File: src/rtl/sudoku_pkg.sv
// Shared types and 100 MHz timing defaults for the event stretcher output path.
// Consumers: event_stretcher (optionally built with EVENT_STRETCHER_QUEUE_EN), stretch_timer.
package sudoku_pkg;

  typedef enum logic [1:0] {
    ST_IDLE = 2'd0,
    ST_ON   = 2'd1,
    ST_GAP  = 2'd2
  } stretch_state_t;

  localparam int DEFAULT_ON_CYCLES   = 5_000_000;
  localparam int DEFAULT_GAP_CYCLES  = 2_500_000;
  localparam int DEFAULT_MAX_PENDING = 7;

  // Down-counter width: wide enough for the larger reload value, never zero bits.
  function automatic int timer_width(input int on_c, input int gap_c);
    int m;
    int w;
    m = (on_c > gap_c) ? on_c : gap_c;
    w = $clog2(m);
    return (w < 1) ? 1 : w;
  endfunction

endpackage

File: src/rtl/stretch_timer.sv
// Loadable down-counter; done flags terminal count (zero). Parked at zero until reloaded.
module stretch_timer
  import sudoku_pkg::*;
#(
  parameter int WIDTH = 1
) (
  input  logic             clk,
  input  logic             reset,
  input  logic             load,
  input  logic [WIDTH-1:0] load_value,
  input  logic             enable,
  output logic             done
);

  logic [WIDTH-1:0] count_q;
  logic [WIDTH-1:0] count_d;

  always_comb begin
    count_d = count_q;
    if (load) begin
      count_d = load_value;
    end else if (enable && (count_q != '0)) begin
      count_d = count_q - WIDTH'(1);
    end
  end

  always_ff @(posedge clk or posedge reset) begin
    if (reset) begin
      count_q <= '0;
    end else begin
      count_q <= count_d;
    end
  end

  assign done = (count_q == '0);

endmodule

File: src/rtl/event_stretcher.sv
// Stretches one-cycle event pulses into ON/GAP output intervals for LEDs or a buzzer.
// Define EVENT_STRETCHER_QUEUE_EN to replay events that arrive while busy; otherwise they are dropped.
//
// state   | meaning
// IDLE    | output low, nothing pending, waiting for trigger
// ON      | output high for ON_CYCLES
// GAP     | forced low for GAP_CYCLES before the next ON or IDLE
module event_stretcher
  import sudoku_pkg::*;
#(
  parameter int ON_CYCLES   = DEFAULT_ON_CYCLES,
  parameter int GAP_CYCLES  = DEFAULT_GAP_CYCLES,
  parameter int MAX_PENDING = DEFAULT_MAX_PENDING
) (
  input  logic                               clk,
  input  logic                               reset,
  input  logic                               trigger,
  input  logic                               clear,
  output logic                               out_level,
  output logic                               busy,
  output logic [$clog2(MAX_PENDING+1)-1:0]   pending,
  output logic                               overflow
);

  localparam int TW = timer_width(ON_CYCLES, GAP_CYCLES);
  localparam int PW = $clog2(MAX_PENDING + 1);
  localparam logic [TW-1:0] ON_LOAD  = TW'(ON_CYCLES - 1);
  localparam logic [TW-1:0] GAP_LOAD = TW'(GAP_CYCLES - 1);

  stretch_state_t state_q, state_d;
  logic           out_level_q, out_level_d;
  logic           busy_q, busy_d;
  logic           overflow_q, overflow_d;
  logic           enq;

  logic           tmr_load;
  logic [TW-1:0]  tmr_value;
  logic           tmr_enable;
  logic           tmr_done;

`ifdef EVENT_STRETCHER_QUEUE_EN
  localparam logic [PW-1:0] PEND_MAX = PW'(MAX_PENDING);
  localparam logic [PW-1:0] PEND_ONE = PW'(1);
  logic [PW-1:0] pending_q, pending_d;
`endif

  stretch_timer #(.WIDTH(TW)) u_timer (
    .clk        (clk),
    .reset      (reset),
    .load       (tmr_load),
    .load_value (tmr_value),
    .enable     (tmr_enable),
    .done       (tmr_done)
  );

  assign tmr_enable = (state_q != ST_IDLE);

  always_comb begin
    state_d    = state_q;
    tmr_load   = 1'b0;
    tmr_value  = ON_LOAD;
    overflow_d = 1'b0;
    enq        = 1'b0;
`ifdef EVENT_STRETCHER_QUEUE_EN
    pending_d  = pending_q;
`endif
    if (clear) begin
      state_d = ST_IDLE;
`ifdef EVENT_STRETCHER_QUEUE_EN
      pending_d = '0;
`endif
    end else begin
      case (state_q)
        ST_IDLE: begin
          if (trigger) begin
            state_d  = ST_ON;
            tmr_load = 1'b1;
          end
        end
        ST_ON: begin
          if (tmr_done) begin
            state_d   = ST_GAP;
            tmr_load  = 1'b1;
            tmr_value = GAP_LOAD;
          end
          enq = trigger;
        end
        ST_GAP: begin
          if (tmr_done) begin
`ifdef EVENT_STRETCHER_QUEUE_EN
            // A trigger on the last GAP cycle takes the slot of the event being replayed.
            if (pending_q != '0) begin
              state_d   = ST_ON;
              tmr_load  = 1'b1;
              pending_d = trigger ? pending_q : pending_q - PEND_ONE;
            end else if (trigger) begin
`else
            if (trigger) begin
`endif
              state_d  = ST_ON;
              tmr_load = 1'b1;
            end else begin
              state_d = ST_IDLE;
            end
          end else begin
            enq = trigger;
          end
        end
        default: state_d = ST_IDLE;
      endcase

      if (enq) begin
`ifdef EVENT_STRETCHER_QUEUE_EN
        if (pending_q < PEND_MAX) begin
          pending_d = pending_q + PEND_ONE;
        end else begin
          overflow_d = 1'b1;
        end
`else
        overflow_d = 1'b1;
`endif
      end
    end

    out_level_d = (state_d == ST_ON);
    busy_d      = (state_d != ST_IDLE);
  end

  always_ff @(posedge clk or posedge reset) begin
    if (reset) begin
      state_q     <= ST_IDLE;
      out_level_q <= 1'b0;
      busy_q      <= 1'b0;
      overflow_q  <= 1'b0;
    end else begin
      state_q     <= state_d;
      out_level_q <= out_level_d;
      busy_q      <= busy_d;
      overflow_q  <= overflow_d;
    end
  end

`ifdef EVENT_STRETCHER_QUEUE_EN
  always_ff @(posedge clk or posedge reset) begin
    if (reset) begin
      pending_q <= '0;
    end else begin
      pending_q <= pending_d;
    end
  end

  assign pending = pending_q;
`else
  assign pending = '0;
`endif

  assign out_level = out_level_q;
  assign busy      = busy_q;
  assign overflow  = overflow_q;

endmodule

File: config.mk
export PLATFORM = sky130hd
export DESIGN_NAME = event_stretcher
export DESIGN_NICKNAME = d
export VERILOG_FILES = /design/src/rtl/sudoku_pkg.sv /design/src/rtl/stretch_timer.sv /design/src/rtl/event_stretcher.sv
export SDC_FILE = /design/constraint.sdc
export NUM_CORES = 1
export LEC_CHECK = 0
export BUFFER_PORTS_ARGS = -buffer_cell sky130_fd_sc_hd__buf_2
export CAP_MARGIN = 20
export CORE_MARGIN = 10
export CORE_UTILIZATION = 35
export CTS_CLUSTER_SIZE = 12
export DETAILED_ROUTE_END_ITERATION = 8
export GPL_ROUTABILITY_DRIVEN = 0
export PLACE_DENSITY = 0.49
export SKIP_CTS_REPAIR_TIMING = 1
export SLEW_MARGIN = 20
export SYNTH_ARGS = -nofsm -noshare
export SYNTH_HDL_FRONTEND = slang
export SYNTH_SLANG_ARGS = --single-unit
File: constraint.sdc
create_clock -name clk -period 2.9 [get_ports clk]
set_clock_uncertainty 0.05 [all_clocks]
set_input_delay 0.58 -clock clk [delete_from_list [all_inputs] [get_ports clk]]
set_output_delay 0.58 -clock clk [all_outputs]
set_load 0.01 [all_outputs]
==> Word level (Yosys, flattened, before mapping) <==
Index checks and enable logic that the tools add are counted.
{ "totals": {"register_bits": 28, "latchBits": 0, "mem_bits_rw": 0, "rom_bits": 0, "inputBits": 4, "wordCells": 37, "memories": 0} }
{ "op_classes": {"n_addsub": 1, "multipliers": 0, "div": 0, "order_cmp": 0, "eq_ne": 3, "n_shift": 0, "n_mux": 21, "bitwise": 0, "n_reduce_logical": 7} }
{ "ops": {"columns": ["op", "count"], "rows": [
  ["$mux W23", 5],
  ["$logic_not A23 Y1", 1],
  ["$reduce_bool A23 Y1", 1],
  ["$sub A23 B1 Y23 const B", 1],
  ["$mux W1", 9],
  ["$mux W2", 4],
  ["$pmux W2 S3", 1],
  ["$reduce_bool A2 Y1", 3],
  ["$eq A2 B1 Y1 const B", 2],
  ["$pmux W1 S3", 1],
  ["$eq A2 B2 Y1 const B", 1],
  ["$logic_not A2 Y1", 1],
  ["$pmux W1 S2", 1],
  ["$logic_and A1 B1 Y1", 1]
]} }

==> Longest topological paths before layout <==
Gate-level depths: netlist of run 1.
{ "logic_depth": {"depth_word": 6, "depth_mapped": 10} }

==> Modules after synthesis <==
From an unflattened synthesis of run 1, not the netlist that was laid out.
{ "hier_totals": {"cells_unflattened": 193, "hier_area_um2": 1737.9} }
{ "modules_own_cells": {"columns": ["mod", "instances", "cells_per_inst", "area_each_um2", "seq_area_each_um2"], "rows": [
  ["stretch_timer", 1, 152, 1380.1, 575.6],
  ["event_stretcher", 1, 41, 357.8, 125.1]
]} }

==> Worst setup path before layout of run 1 <==
Ideal clock, no wire load.
{ "synth_path": {"kind": "reg2reg", "start": "reg u_timer.count_q[0]", "end": "reg busy_q, in the netlist busy", "setup_time_ns": 0.146, "t_arrival_ns": 2.189, "required_time_ns": 2.704, "path_slack_ns": 0.515, "path_stages_with_launch": 10, "n_path_buf": 1, "cell_sequence": "dfrtp_1 > inv_1 > ha_1 > nor3b_1 > nand4_2 > or2_1 > buf_6 > nor2b_4 > a222oi_1 > o31ai_1"} }
{ "synth_between": {"elab_chain_len": 5, "elab_cells_between_ends": 6, "cone_classes": "4 x mux; 2 x reduce/logical"} }
{ "synth_rtl": {"columns": ["item", "line_no", "rtl"], "rows": [
  ["start: declaration", "stretch_timer.sv:15", "logic [WIDTH-1:0] count_q;"],
  ["start signal: assignment", "stretch_timer.sv:31", "count_q <= count_d;"],
  ["$logic_not A23 Y1 (*)", "stretch_timer.sv:35", "assign done = (count_q == '0);"],
  ["$mux W2, on equally long branches", "event_stretcher.sv:89, event_stretcher.sv:81", null],
  ["$pmux W2 S3 (*)", "event_stretcher.sv:73", "case (state_q)"],
  ["$mux W2 (*)", "event_stretcher.sv:67", "if (clear) begin"],
  ["$reduce_bool A2 Y1 (*)", "event_stretcher.sv:126", "busy_d = (state_d != ST_IDLE);"],
  ["net busy_d", "event_stretcher.sv:32", "logic busy_q, busy_d;"],
  ["end signal: assignment", "event_stretcher.sv:138", "busy_q <= busy_d;"],
  ["end: declaration", "event_stretcher.sv:32", null]
]} }
The timed path passes the listed nets; every way through them passes the cells marked *.
A chain may end at the register's enable or synchronous reset.

==> Worst setup path after layout of run 1 <==
Ends and elaborated chain as after synthesis.

==> results by group, run 1 <==
Outcome
  – Outcome: finished, final reports clean

Layout
  – Most frequent cells in the layout: dfrtp_1, nand2_1, nor2_1, nor3_1, a21oi_1
  – Syn-to-layout area delta: 8.79%
  – Commonest non-fill, non-tap cell in the layout: dfrtp_1
  – Antenna cells: 0
  – Final Util: 39.3%
  – Layout cell share with drive strength beyond 1: 10.5%
  – Final nets: 210

Die
  – Core area: 4720 um^2
  – Die X: 89.9 um
  – Initial Util: 36.2%
  – Die area: 8070 um^2
  – Io pins: 10
  – DIE HEIGHT: 89.9 um
  – Site Rows: 25

Synth
  – Yosys warnings: 0
  – Synth Area in Adders: 3.66%
  – Synthesis-stage register bit count: 28
  – Post-synthesis sequential area ratio: 41.0%
  – Syn_area_per_cell: 8.85 um^2
  – Synth Area in XOR/XNOR: 5.64%
  – Synth Cell Area: 1710 um^2
  – Largest family of logic cells by synthesized area: simple AND/OR/NAND/NOR gates
  – Unique masters post-synth: 44
  – Mux share of post-synthesis cell area: 1.25%
  – Mapped Cells: 193
  – Compound-cell area share of the yosys netlist: 16.8%
  – Synth Area in Simple Gates: 25.6%

GRT
  – Largest net degree at the start of global routing: 16
  – M3 GR Usage: 2.16%
  – Met2 usage in global routing: 16.0%
  – Tot GR Track Use: 9.96%
  – First-pass GRT wire length: 6890 um
  – GR met1 Demand/Resource: 13.2%
  – Antenna violations before repair: 0
  – Vias in the first global route: 1398
  – GRT overflow: 0
  – GR peak layer: met2

Critical path
  – Crit-path max cell delay: 480 ps
  – Reg-to-Reg Start: u_timer.count_q[0]$_DFFE_PP0P_
  – Worst Path Required: 2990 ps
  – Kind of critical path: flop to flop
  – Worst path arrival time: 2720 ps
  – Worst path slowest cell: a222oi_1
  – Worst r2r dst: busy$_DFF_PP0_
  – Cell-by-cell trace of the critical path: inv_1, ha_1, nor3b_1, nand4_2, or2_4, nor2b_4, a222oi_1, o31ai_1
  – Maximum fanout along the worst path: 11
  – Crit. End Element: flop
  – R2r setup slk: 270 ps
  – R2R depth: 8
  – CP Launch Type: flop

Route
  – Antenna viol nets, final: 0
  – # DRC: 0
  – DR vias: 1375
  – DR pass1 iterations: 5
  – Routed length per instance: 14.6 um
  – Vias per std cell: 5.15
  – Routed wire length: 3900 um
  – Initial DRC count: 95

Power
  – Total Power: 0.00113 W
  – Peak supply drop: 0.268 mV
  – PD cells: 609 nW/um^2
  – Pleak: 0.737 nW

Timing
  – Max Fclk: 381 MHz
  – Final worst slack: 273 ps
  – Total Negative Setup Slacks: 0 ps
  – Worst Max-Slew Pin Slew: 561 ps
  – Tmin final: 2630 ps
  – Fin. max-slew vios: 0
  – Final Hold Vio Count: 0
  – Share of the clock period used by the worst path: 90.6%
  – RSZ-0062 raised after global routing: false
  – Setup-failing EPs final: 0
  – Rel. slew slack: 62.3%

Clocking
  – TritonCTS Buffers: 3
  – Clock Pin Slew Worst Setup and Hold Paths: 100 ps
  – Clock sinks: 28
  – CTS tree: done
  – Clk_lat worst skew: 270 ps
  – Clock root buffer: clkbuf_8
  – Deepest clock path buffer count: 2
  – H-tree levels: 1

Worst hold path
  – HP Class: input port to async pin

Place
  – Port bufs: 6
  – Place WS: 184 ps
  – Post-DP HPWL: 2920 um

Job
  – Max-cap violations: 0
worst max-delay path, delay by kind of cell, from the launching register on:
kind / cells / cell delay (ps)
compound gates: 2 / 610
simple gates: 4 / 1080
fa+ha+maj: 1 / 230
buf+inv: 1 / 100
flops: 1 / 420
area by class of cell:
| class | count | area (um^2) |
|---|---|---|
| tap | 67 | 83.8 |
| sequential | 28 | 701 |
| inverter | 11 | 41.3 |
| fill | 496 | 2870 |
| timing repair buffer | 10 | 60.1 |
| multi-input combinational | 147 | 917 |
| clock buffer | 4 | 55.1 |
per-stage QoR:
| stage | area, um^2 | hold slack (ps) | instances |
|---|---|---|---|
| after floorplan | 1720 | 425 | 195 |
| after global placement | 1800 | 471 | 263 |
| after detailed placement | 1800 | 471 | 263 |
| after CTS | 1860 | 291 | 267 |
| after global routing | 1860 | 315 | 267 |
| final | 1860 | 271 | 267 |
cells by family (layout without fill, tap and decap cells):
kind of cell,count (synthesis),after routing
buffers and inverters,20,25
AND/OR/NAND/NOR,83,83
adder cells (fa/ha/maj),5,5
multiplexers,2,2
other,1,3
flip-flops,28,28
AO/OA/AOI/OAI,43,43
XOR/XNOR,11,11
synth_stat cells:
cell	n	area, um^2
a211oi_1	2	15.0
a21oi_1	12	60.1
a222oi_1	1	10.0
a22oi_1	1	7.51
a31oi_1	1	6.26
and2_1	1	6.26
buf_2	2	10.0
buf_4	4	30.0
buf_6	1	11.3
clkbuf_1	2	7.51
conb_1	1	3.75
dfrtp_1	28	701
ha_1	5	62.6
inv_1	11	41.3
mux2_2	1	11.3
mux2i_1	1	10.0
nand2_1	23	86.3
nand2b_1	1	6.26
nand3_1	2	10.0
nand4_1	2	12.5
nand4_2	1	12.5
nand4b_1	1	8.76
nand4bb_1	1	11.3
nor2_1	20	75.1
nor2b_1	1	6.26
nor2b_4	1	13.8
nor3_1	14	70.1
nor3b_1	3	22.5
nor4_1	7	43.8
nor4_4	1	21.3
nor4b_1	2	17.5
o211ai_1	1	7.51
o21a_1	6	45.0
o21ai_0	8	40.0
o21ai_1	1	5.00
o22a_1	4	35.0
o22ai_1	1	6.26
o2bb2ai_1	3	26.3
o2bb2ai_2	1	15.0
o31ai_1	1	7.51
or2_1	1	6.26
or2_2	1	6.26
xnor2_1	9	78.8
xor2_1	2	17.5
power by group:
group	switching, W	total, W	internal (W)
clock	0.000125	0.000246	0.000122
sequential	0.000110	0.000580	0.000471
combinational	0.000174	0.000304	0.000130
worst max-delay path by stage:
stage                     slack, ps  cells after the start                           start        endpoint
after floorplan                 510                      9  u_timer.count_q[0]$_DFFE_PP0P_  busy$_DFF_PP0_
after global placement          300                      8  u_timer.count_q[0]$_DFFE_PP0P_  busy$_DFF_PP0_
after detailed placement        180                      8  u_timer.count_q[0]$_DFFE_PP0P_  busy$_DFF_PP0_
after CTS                       160                      8  u_timer.count_q[0]$_DFFE_PP0P_  busy$_DFF_PP0_
after global routing            110                      8  u_timer.count_q[0]$_DFFE_PP0P_  busy$_DFF_PP0_
final                           270                      8  u_timer.count_q[0]$_DFFE_PP0P_  busy$_DFF_PP0_
layer usage:
layer | share of wire, % | wire (um)
met5 | 0 | 0
met4 | 0.82 | 32
met3 | 2.7 | 107
met2 | 46 | 1800
met1 | 50 | 1960
state kept, by name, indices dropped and copies added, names as in the netlist:
name / count
u_timer.count_q: 23
busy: 1
out_level: 1
overflow: 1
state_q: 2
(Power assumes the default switching activity.)
==> run 2, diff against run 1 <==
--- a/config.mk
+++ b/config.mk
@@ -8,11 +8,11 @@
 export BUFFER_PORTS_ARGS = -buffer_cell sky130_fd_sc_hd__buf_2
 export CAP_MARGIN = 20
 export CORE_MARGIN = 10
-export CORE_UTILIZATION = 35
+export CORE_UTILIZATION = 30
 export CTS_CLUSTER_SIZE = 12
 export DETAILED_ROUTE_END_ITERATION = 8
 export GPL_ROUTABILITY_DRIVEN = 0
-export PLACE_DENSITY = 0.49
+export SETUP_SLACK_MARGIN = 0.15
 export SKIP_CTS_REPAIR_TIMING = 1
 export SLEW_MARGIN = 20
 export SYNTH_ARGS = -nofsm -noshare
==> run 2 against run 1 <==
- first-iteration DRC count shrank 7.4%
- combinational power barely moved
- critical path depth is the same
- final area decreased by 0.13%
- global-route usage shrank 1.6 points
- largest cell class unchanged
==> results by group, run 2 (synthesized netlist as in run 1, its figures left out) <==
Outcome
  – Outcome: finished, final reports clean (unchanged)

Critical path
  – Crit-path max cell delay: 450 ps (was 480 ps)
  – Worst path slowest cell: a222oi_1 (unchanged)
  – Crit. End Element: flop (unchanged)
  – Cell-by-cell trace of the critical path: inv_1, ha_1, nor3b_2, nand4_2, or2_4, nor2b_4, a222oi_1, o31ai_1 (was inv_1, ha_1, nor3b_1, nand4_2, or2_4, nor2b_4, a222oi_1, o31ai_1)
  – Worst path bufs/invs: 1 (unchanged)
  – Kind of critical path: flop to flop (unchanged)
  – Maximum fanout along the worst path: 11 (unchanged)
  – CP Launch Type: flop (unchanged)
  – Worst Path Required: 2990 ps (about the same)
  – Reg-to-Reg Start: u_timer.count_q[0]$_DFFE_PP0P_ (unchanged)
  – CP startpoint: u_timer.count_q[0]$_DFFE_PP0P_ (unchanged)
  – Worst path arrival time: 2540 ps (was 2720 ps)
  – Cell family with most CP delay: simple AND/OR/NAND/NOR gates (unchanged)

Timing
  – Share of the clock period used by the worst path: 84.6% (was 90.6%)
  – Worst Max-Slew Pin Slew: 570 ps (was 561 ps)
  – RSZ-0062 raised after global routing: false (unchanged)
  – Fin. max-slew vios: 0 (unchanged)
  – Setup-failing EPs final: 0 (unchanged)
  – Max Fclk: 408 MHz (was 381 MHz)
  – Final Hold Vio Count: 0 (unchanged)
  – Total Negative Setup Slacks: 0 ps (unchanged)
  – Rel. slew slack: 61.6% (was 62.3%)
  – Tmin final: 2450 ps (was 2630 ps)

Clocking
  – Clk_lat worst skew: 270 ps (about the same)
  – Clock Pin Slew Worst Setup and Hold Paths: 90 ps (was 100 ps)
  – Clock sinks: 28 (unchanged)
  – TritonCTS Buffers: 3 (unchanged)
  – H-tree levels: 1 (unchanged)
  – Clock root buffer: clkbuf_8 (unchanged)
  – CTS tree: done (unchanged)
  – Deepest clock path buffer count: 2 (unchanged)

Power
  – PD cells: 589 nW/um^2 (was 609 nW/um^2)
  – Pleak: 0.732 nW (was 0.737 nW)
  – Total Power: 0.00109 W (was 0.00113 W)
  – Peak supply drop: 0.295 mV (was 0.268 mV)

GRT
  – Antenna violations before repair: 0 (unchanged)
  – Tot GR Track Use: 8.35% (was 9.96%)
  – GRT overflow: 0 (unchanged)
  – Vias in the first global route: 1264 (was 1398)
  – First-pass GRT wire length: 6210 um (was 6890 um)
  – Largest net degree at the start of global routing: 29 (was 16)

Route
  – DR pass1 iterations: 4 (was 5)
  – DR vias: 1370 (was 1375)
  – Initial DRC count: 88 (was 95)
  – Antenna viol nets, final: 0 (unchanged)
  – Routed length per instance: 13.1 um (was 14.6 um)
  – # DRC: 0 (unchanged)
  – Vias per std cell: 5.06 (was 5.15)
  – Routed wire length: 3550 um (was 3900 um)

Layout
  – Max FFs per register: 23 (unchanged)
  – Register Area: 701 um^2 (unchanged)
  – Biggest regs: u_timer.count_q x23, state_q x2 (unchanged)
  – Final Cell Area: 1860 um^2 (about the same)
  – Layout cell share with drive strength beyond 1: 10.6% (was 10.5%)
  – Commonest non-fill, non-tap cell in the layout: dfrtp_1 (unchanged)
  – Final nets: 210 (unchanged)
  – Syn-to-layout area delta: 8.64% (was 8.79%)
  – FILL cells: 579 (was 496)
  – Multi-input logic area: 922 um^2 (was 917 um^2)
  – Antenna cells: 0 (unchanged)
  – Most frequent cells in the layout: dfrtp_1, nand2_1, nor2_1, nor3_1, a21oi_1 (unchanged)
  – Largest Register: u_timer.count_q (unchanged)

Place
  – Post-DP HPWL: 2580 um (was 2920 um)
  – Port bufs: 6 (unchanged)
  – Area post-placement: 1810 um^2 (was 1800 um^2)

Die
  – DIE HEIGHT: 95.5 um (was 89.9 um)
  – Io pins: 10 (unchanged)
  – Die area: 9110 um^2 (was 8070 um^2)
  – Core area: 5510 um^2 (was 4720 um^2)
  – Site Rows: 27 (was 25)
  – Die X: 95.5 um (was 89.9 um)
  – Initial Util: 31.0% (was 36.2%)

Job
  – Max-cap violations: 0 (unchanged)

Worst hold path
  – HP Class: input port to async pin (unchanged)
run 2: report_power, final:
group	leakage [nW]	total [W]	internal [W]	switching [W]
Sequential	0.321	0.000576	0.000471	0.000105
Combinational	0.389	0.000304	0.000131	0.000173
Clock	0.0216	0.000212	0.0000933	0.000119
run 2: final cells by class:
cell class / instances / area share (%)
multi-input cells: 147 / 49.7
clock buffers: 3 / 2.23
flip-flops and latches: 28 / 37.8
repair buffers: 10 / 3.24
well taps: 72 / 4.86
inverters: 11 / 2.23
run 2: metal layers:
layer,GRT usage (%),share of wire [%]
met5,0,0
met4,2.70,0.68
met3,1.34,3.3
met2,13.6,47
met1,11.0,49
run 2: stage by stage:
step | cells | hold slack, ps | util, % | setup slack [ps]
2_1_floorplan | 195 | 425 | - | 515
3_3_place_gp | 268 | 451 | 32.8 | 334
3_5_place_dp | 268 | 458 | 32.8 | 242
4_1_cts | 271 | 322 | 33.6 | 227
5_1_grt | 271 | 349 | 33.7 | 207
6_report | 271 | 311 | 33.7 | 446
run 2: path summary, 6_finish.rpt:
check,endpoint,slack (ps),cells after the start
max,busy$_DFF_PP0_,450,8
min,u_timer.count_q[6]$_DFFE_PP0P_,310,3
max reg2reg,busy$_DFF_PP0_,450,8
min reg2reg,u_timer.count_q[22]$_DFFE_PP0P_,480,1
max in group asynchronous,u_timer.count_q[16]$_DFFE_PP0P_,2230,3
min in group clk,state_q[1]$_DFF_PP0_,450,2
run 2: tightest hold or removal path: stages:
cell   delay [ps]
buf_2         100
inv_1          40
buf_4         330
